## config.mk

```make
export PLATFORM = sky130hd
export DESIGN_NAME = fwd_rd_pipe
export DESIGN_NICKNAME = d
export VERILOG_FILES = /design/src/rtl/fwd_rd_pipe.sv
export SDC_FILE = /design/constraint.sdc
export NUM_CORES = 1
export LEC_CHECK = 0
export CAP_MARGIN = 15
export CORE_MARGIN = 3
export CORE_UTILIZATION = 37
export CTS_BUF_LIST = sky130_fd_sc_hd__clkbuf_8
export CTS_CLUSTER_SIZE = 16
export DETAILED_ROUTE_END_ITERATION = 7
export GPL_TIMING_DRIVEN = 1
export PLACE_DENSITY = 0.78
export RECOVER_POWER = 50
export SETUP_SLACK_MARGIN = 0.3
export SKIP_CTS_REPAIR_TIMING = 1
export SLEW_MARGIN = 10
export SYNTH_ARGS = -nofsm -noshare
export SYNTH_HDL_FRONTEND = slang
export SYNTH_SLANG_ARGS = --single-unit
export TNS_END_PERCENT = 100
```

## constraint.sdc

```tcl
create_clock -name clk_in -period 0.8 [get_ports clk_in]
set_input_delay 0.2 -clock clk_in [delete_from_list [all_inputs] [get_ports clk_in]]
set_output_delay 0.2 -clock clk_in [all_outputs]
set_load 0.05 [all_outputs]
```

## src/rtl/fwd_rd_pipe.sv

```systemverilog
// fwd_rd_pipe: destination-register tracking pipeline (IS -> EX -> WB slots).
// Carries {valid, we, load, rd} for each in-flight instruction and presents the
// effective rd of every slot to the forwarding unit (0 = no forward).
// Optional feature macro: FWD_LOAD_USE_STALL_EN enables load-use stall detection
// and the saturating hazard-stall cycle counter. Without it the stall request and
// the counter output are constant 0.

module fwd_rd_pipe #(
    parameter int unsigned ADDR_W = 5,
    parameter int unsigned CNT_W  = 16
) (
    input  logic              clk_in,
    input  logic              rst_in,
    input  logic              dec_valid_in,
    input  logic [ADDR_W-1:0] dec_rd_addr_in,
    input  logic              dec_rd_we_in,
    input  logic              dec_is_load_in,
    input  logic [ADDR_W-1:0] dec_rs1_addr_in,
    input  logic [ADDR_W-1:0] dec_rs2_addr_in,
    input  logic              pipe_stall_in,
    input  logic              pipe_flush_in,
    output logic [ADDR_W-1:0] is_rd_addr_out,
    output logic [ADDR_W-1:0] ex_rd_addr_out,
    output logic [ADDR_W-1:0] wb_rd_addr_out,
    output logic              hazard_stall_out,
    output logic [CNT_W-1:0]  hazard_cnt_out
);

    // Slot state; a bubble is all-zero.
    logic              is_valid, is_we, is_load;
    logic [ADDR_W-1:0] is_rd;
    logic              ex_valid, ex_we, ex_load;
    logic [ADDR_W-1:0] ex_rd;
    logic              wb_valid, wb_we, wb_load;
    logic [ADDR_W-1:0] wb_rd;

    logic              hazard_stall;

    // Effective rd per slot: only a valid write to a non-zero register forwards.
    assign is_rd_addr_out = (is_valid && is_we && (is_rd != '0)) ? is_rd : '0;
    assign ex_rd_addr_out = (ex_valid && ex_we && (ex_rd != '0)) ? ex_rd : '0;
    assign wb_rd_addr_out = (wb_valid && wb_we && (wb_rd != '0)) ? wb_rd : '0;

    assign hazard_stall_out = hazard_stall;

`ifdef FWD_LOAD_USE_STALL_EN
    logic             rs_match;
    logic [CNT_W-1:0] hazard_cnt;
    logic             unused_sink;

    assign rs_match = (dec_rs1_addr_in == is_rd) || (dec_rs2_addr_in == is_rd);

    // A flush kills the load in IS, so it never needs a stall.
    assign hazard_stall = dec_valid_in & is_valid & is_load & is_we & (is_rd != '0) &
                          rs_match & ~pipe_flush_in;

    // Saturating count of stall cycles that actually took effect (not frozen).
    always_ff @(posedge clk_in or posedge rst_in) begin
        if (rst_in) begin
            hazard_cnt <= '0;
        end else if (hazard_stall && !pipe_stall_in && (hazard_cnt != {CNT_W{1'b1}})) begin
            hazard_cnt <= hazard_cnt + CNT_W'(1);
        end
    end

    assign hazard_cnt_out = hazard_cnt;

    // The load flag is carried into WB but nothing downstream consumes it.
    assign unused_sink = wb_load;
`else
    logic unused_sink;

    assign hazard_stall   = 1'b0;
    assign hazard_cnt_out = '0;

    // Source operands and the WB load flag have no consumer in this build.
    assign unused_sink = ^{dec_rs1_addr_in, dec_rs2_addr_in, wb_load};
`endif

    // Slot advance: flush > external stall > load-use bubble > normal capture.
    always_ff @(posedge clk_in or posedge rst_in) begin
        if (rst_in) begin
            is_valid <= 1'b0;
            is_we    <= 1'b0;
            is_load  <= 1'b0;
            is_rd    <= '0;
            ex_valid <= 1'b0;
            ex_we    <= 1'b0;
            ex_load  <= 1'b0;
            ex_rd    <= '0;
            wb_valid <= 1'b0;
            wb_we    <= 1'b0;
            wb_load  <= 1'b0;
            wb_rd    <= '0;
        end else if (pipe_flush_in) begin
            is_valid <= 1'b0;
            is_we    <= 1'b0;
            is_load  <= 1'b0;
            is_rd    <= '0;
            ex_valid <= 1'b0;
            ex_we    <= 1'b0;
            ex_load  <= 1'b0;
            ex_rd    <= '0;
            // The older instruction in EX survives the redirect unless frozen.
            if (!pipe_stall_in) begin
                wb_valid <= ex_valid;
                wb_we    <= ex_we;
                wb_load  <= ex_load;
                wb_rd    <= ex_rd;
            end
        end else if (!pipe_stall_in) begin
            if (hazard_stall) begin
                is_valid <= 1'b0;
                is_we    <= 1'b0;
                is_load  <= 1'b0;
                is_rd    <= '0;
            end else begin
                is_valid <= dec_valid_in;
                is_we    <= dec_rd_we_in;
                is_load  <= dec_is_load_in;
                is_rd    <= dec_rd_addr_in;
            end
            ex_valid <= is_valid;
            ex_we    <= is_we;
            ex_load  <= is_load;
            ex_rd    <= is_rd;
            wb_valid <= ex_valid;
            wb_we    <= ex_we;
            wb_load  <= ex_load;
            wb_rd    <= ex_rd;
        end
    end

endmodule

```

Word level (Yosys, flattened, before mapping)
Index checks and enable logic that the tools add are counted. Widths: inputs -> output; s select.

Register bits after elaboration: 21. Output and inout port bits: 32.

Muxes and demuxes: 15. Eq/ne operators: 1. Reductions and logical operators: 9.

Operators by type and width (count): $mux 5 (7); $reduce_bool 5->1 (3); $mux 1 (8); $logic_and 1x1->1 (6); $ne 2x1->1 const B (1).

Depth between registers and ports, before layout
Word-level depth: 3. Mapped depth: 3. Depth with buffers taken out: 2.

Worst setup path before layout
Ideal clock, no wire load.

Path type: reg2out. From: register ex_valid. To: output ex_rd_addr_out[2]. Cell stages (with the launch flop): 2. Buffers on the path: 0. Data required time: 600 ps. Setup slack: -246 ps. Arrival: 846 ps. Cell sequence: dfrtp_1 > and3_1.

Longest elaborated chain between the ends: 3.

Ends and longest elaborated chain: from (decl) (RTL line 32) `logic ex_valid, ex_we, ex_load;`; from (signal assigned) (RTL line 123) `ex_valid <= is_valid;`; $logic_and 1x1->1 (2 in series) (RTL line 41) `assign ex_rd_addr_out = (ex_valid && ex_we && (ex_rd != '0)) ? ex_rd : '0;`; $mux 5 (RTL line 41); to (decl) (RTL line 23) `output logic [ADDR_W-1:0] ex_rd_addr_out,`.

No other way between the ends.

Final worst setup path
From: register is_valid. To: output is_rd_addr_out[2].

Longest elaborated chain between the ends: 3.

Ends and longest elaborated chain: from (decl) (RTL line 30) `logic is_valid, is_we, is_load;`; from (signal assigned) (RTL line 118) `is_valid <= dec_valid_in;`; $logic_and 1x1->1 (2 in series) (RTL line 40) `assign is_rd_addr_out = (is_valid && is_we && (is_rd != '0)) ? is_rd : '0;`; $mux 5 (RTL line 40); to (decl) (RTL line 22) `output logic [ADDR_W-1:0] is_rd_addr_out,`.

No other way between the ends.

==> impl_metrics.env <==
export IMPL_slew_viol_final=0
export IMPL_antenna_found_initial=0
export IMPL_crit_chain="and3_4, buf_12"
export IMPL_setup_ws_ns=-0.453
export IMPL_core_area_um2=2610
export IMPL_insertedDiodeCount=0
export IMPL_drive_gt1_frac=0.510
export IMPL_port_buffers=25
export IMPL_p_seq_frac=0.491
export IMPL_power_internal_uw=1670
export IMPL_setup_viol=32
export IMPL_synth_area_leader_cell="dfrtp_1"
export IMPL_synth_edff_count=0
export IMPL_clockBufferDepth=2
export IMPL_dpl_hpwl_um=1610
export IMPL_wirelength_um=2290
export IMPL_fin_worst_skew_ns=0.000647
export IMPL_via_per_inst=4.59
export IMPL_grt_pass1_vias=771
export IMPL_ys_ff_latch=21
export IMPL_io_pins=54
export IMPL_h_tree_depth=1
export IMPL_min_period_ns=1.25
export IMPL_period_share=1.57
export IMPL_crit_arrival_ns=1.05
export IMPL_nFillCells=202
export IMPL_max_freq_mhz=798
export IMPL_endpoint_kind="output pin"
export IMPL_p_leak_uw=0.000904
export IMPL_swShare=0.291
export IMPL_async_flop_share=1.00
export IMPL_cp_max_fo=6
export IMPL_rr_endpoint="ex_we"
export IMPL_min_from="pipe_stall_in"
export IMPL_rows=18
export IMPL_syn_area_um2=1080
export IMPL_dr_pass1_iters=3
export IMPL_hold_path_cell_count=2
export IMPL_dieHeight_um=59.9
export IMPL_ant_nets=0
export IMPL_power_switching_uw=687
export IMPL_synth_cell_type_count=11
export IMPL_critPathLaunchType="register"
export IMPL_ir_drop_v=0.00124
export IMPL_finalNetCount=166
export IMPL_drtIter0Drc=14
export IMPL_numCtsBuffers=3
export IMPL_pwr_share_clk=0.291
export IMPL_powerDensity_nw_per_um2=1290
export IMPL_criticalPathCategory="reg2out"
export IMPL_drv_cap=0
export IMPL_synthTopCellsByArea="dfrtp_1, mux2i_1, buf_4"
export IMPL_violations="setup timing"
export IMPL_crit_slowest_cell="dfrtp_2"
export IMPL_clk_pin_slew_ns=0.08
export IMPL_r2r_cells=4
export IMPL_drc=0
export IMPL_routed_wire_length_per_instance_um=13.3
export IMPL_clockRootBuffer="clkbuf_8"
export IMPL_status="finished with violations"
export IMPL_clk_latency_ns=0.26
export IMPL_slowest_delay_ns=0.45
export IMPL_cts_tree="yes"
export IMPL_syn_area_per_cell_um2=11.6
export IMPL_yosys_warnings=0
export IMPL_min_to="wb_rd[1]"
export IMPL_cp_data_required_time_ns=0.60
export IMPL_grt_max_degree=22
export IMPL_track_usage=0.128
export IMPL_chipWidth_um=59.9
export IMPL_yosys_area_top_type_share=0.488
export IMPL_hold_worst_slack_ns=0.406
export IMPL_hold_class="in2reg"
export IMPL_p_comb_frac=0.218
export IMPL_clkSinkCount=21
export IMPL_ys_flop_type="dfrtp_1"
export IMPL_synthTopCellsByCount="dfrtp_1, buf_4, and3_1, mux2i_1, nor2_1"
export IMPL_syn_instance_count=93
export IMPL_final_hold_viol_count=0
export IMPL_synth_most_common_cell="dfrtp_1"
export IMPL_overflow=0
export IMPL_fin_util=0.703
export IMPL_start_util=0.412
export IMPL_syn_to_final_growth_pct=70.7
export IMPL_r2r_start="ex_we"
export IMPL_rsz0062_at_grt="yes"
export IMPL_vias=794
export IMPL_gp_congestion=0.732
export IMPL_yosysSeqAreaShare=0.488
export IMPL_grt_pass1_wl_um=3460
export IMPL_dieArea_um2=3590
export IMPL_worst_r2r_setup_slack_ns=-0.24
-- state kept, by name, summed over array words and instances, names as in the netlist --
| signal | count |
|---|---|
| wb_rd | 5 |
| wb_valid | 1 |
| ex_we | 1 |
| ex_rd | 5 |
| is_valid | 1 |
| ex_valid | 1 |
| is_rd | 5 |
| is_we | 1 |
| wb_we | 1 |
-- worst max path at each step --
stage / cells after the start / from / to / slack (ns)
finish: 2 / is_valid / is_rd_addr_out[2] / -0.45
global route: 2 / ex_valid / ex_rd_addr_out[3] / -0.49
detailed placement: 3 / pipe_stall_in / wb_valid / -0.59
CTS: 2 / ex_we / ex_rd_addr_out[1] / -0.53
floorplan: 1 / ex_valid / ex_rd_addr_out[0] / -0.10
global placement: 3 / pipe_stall_in / wb_rd[4] / -0.57
-- cell families after synthesis --
group	Yosys count	share of synthesized area
buffers and inverters	21	0.148
DFF	21	0.488
muxes	21	0.224
other	1	0.00349
and+or+nand+nor	29	0.136
-- through the flow --
stage / area (um^2) / total power, uW / instances / setup TNS [ns] / setup slack, ns
after global routing: 1840 / 2470 / 173 / -9.26 / -0.495
after detailed placement: 1710 / 1660 / 167 / -14.09 / -0.587
after CTS: 1750 / 2360 / 171 / -12.72 / -0.527
after global placement: 1710 / 1640 / 167 / -13.34 / -0.566
final: 1840 / 2360 / 173 / -7.93 / -0.453
after floorplan: 1230 / 1550 / 109 / -1.42 / -0.101
-- layout by cell type (no fill, tap or decap), drive strengths merged --
master,instances
buf,38
dfrtp,21
conb,17
and3,15
mux2i,14
nor2,14
clkdlybuf4s50,8
mux2,7
clkbuf,5
clkinvlp,1
clkinv,1
dlymetal6s2s,1
dlygate4sd3,1
-- worst max-delay path: cells and delay by family, from the launching register on --
kind | cells | cell delay [ns]
DFF | 1 | 0.45
buffers and inverters | 1 | 0.14
and+or+nand+nor | 1 | 0.20
-- power by group through the flow --
stage	clock, uW	sequential [uW]	combinational [uW]
3_5_place_dp	0	1170	486
6_report	688	1160	514
2_1_floorplan	0	1160	387
5_1_grt	752	1170	545
4_1_cts	718	1150	487
3_3_place_gp	0	1170	475
-- area by class of cell --
type | instances | area (um^2) | share of cell area
Timing Repair Buffer | 50 | 686 | 0.373
Sequential cell | 21 | 533 | 0.290
Multi-Input combinational cell | 67 | 527 | 0.287
Clock buffer | 3 | 41.3 | 0.0225
Tap cell | 30 | 37.5 | 0.0204
Inverter | 1 | 7.51 | 0.00409
Clock inverter | 1 | 5.00 | 0.00272
-- per-layer routing --
metal	up-vias	share of wire	GRT usage
li1	387	-	-
met1	370	0.41	0.159
met2	34	0.51	0.221
met3	3	0.071	0.0151
met4	0	0.013	0.0570
met5	-	0	0
No activity file was read; power rests on OpenSTA's default activity.
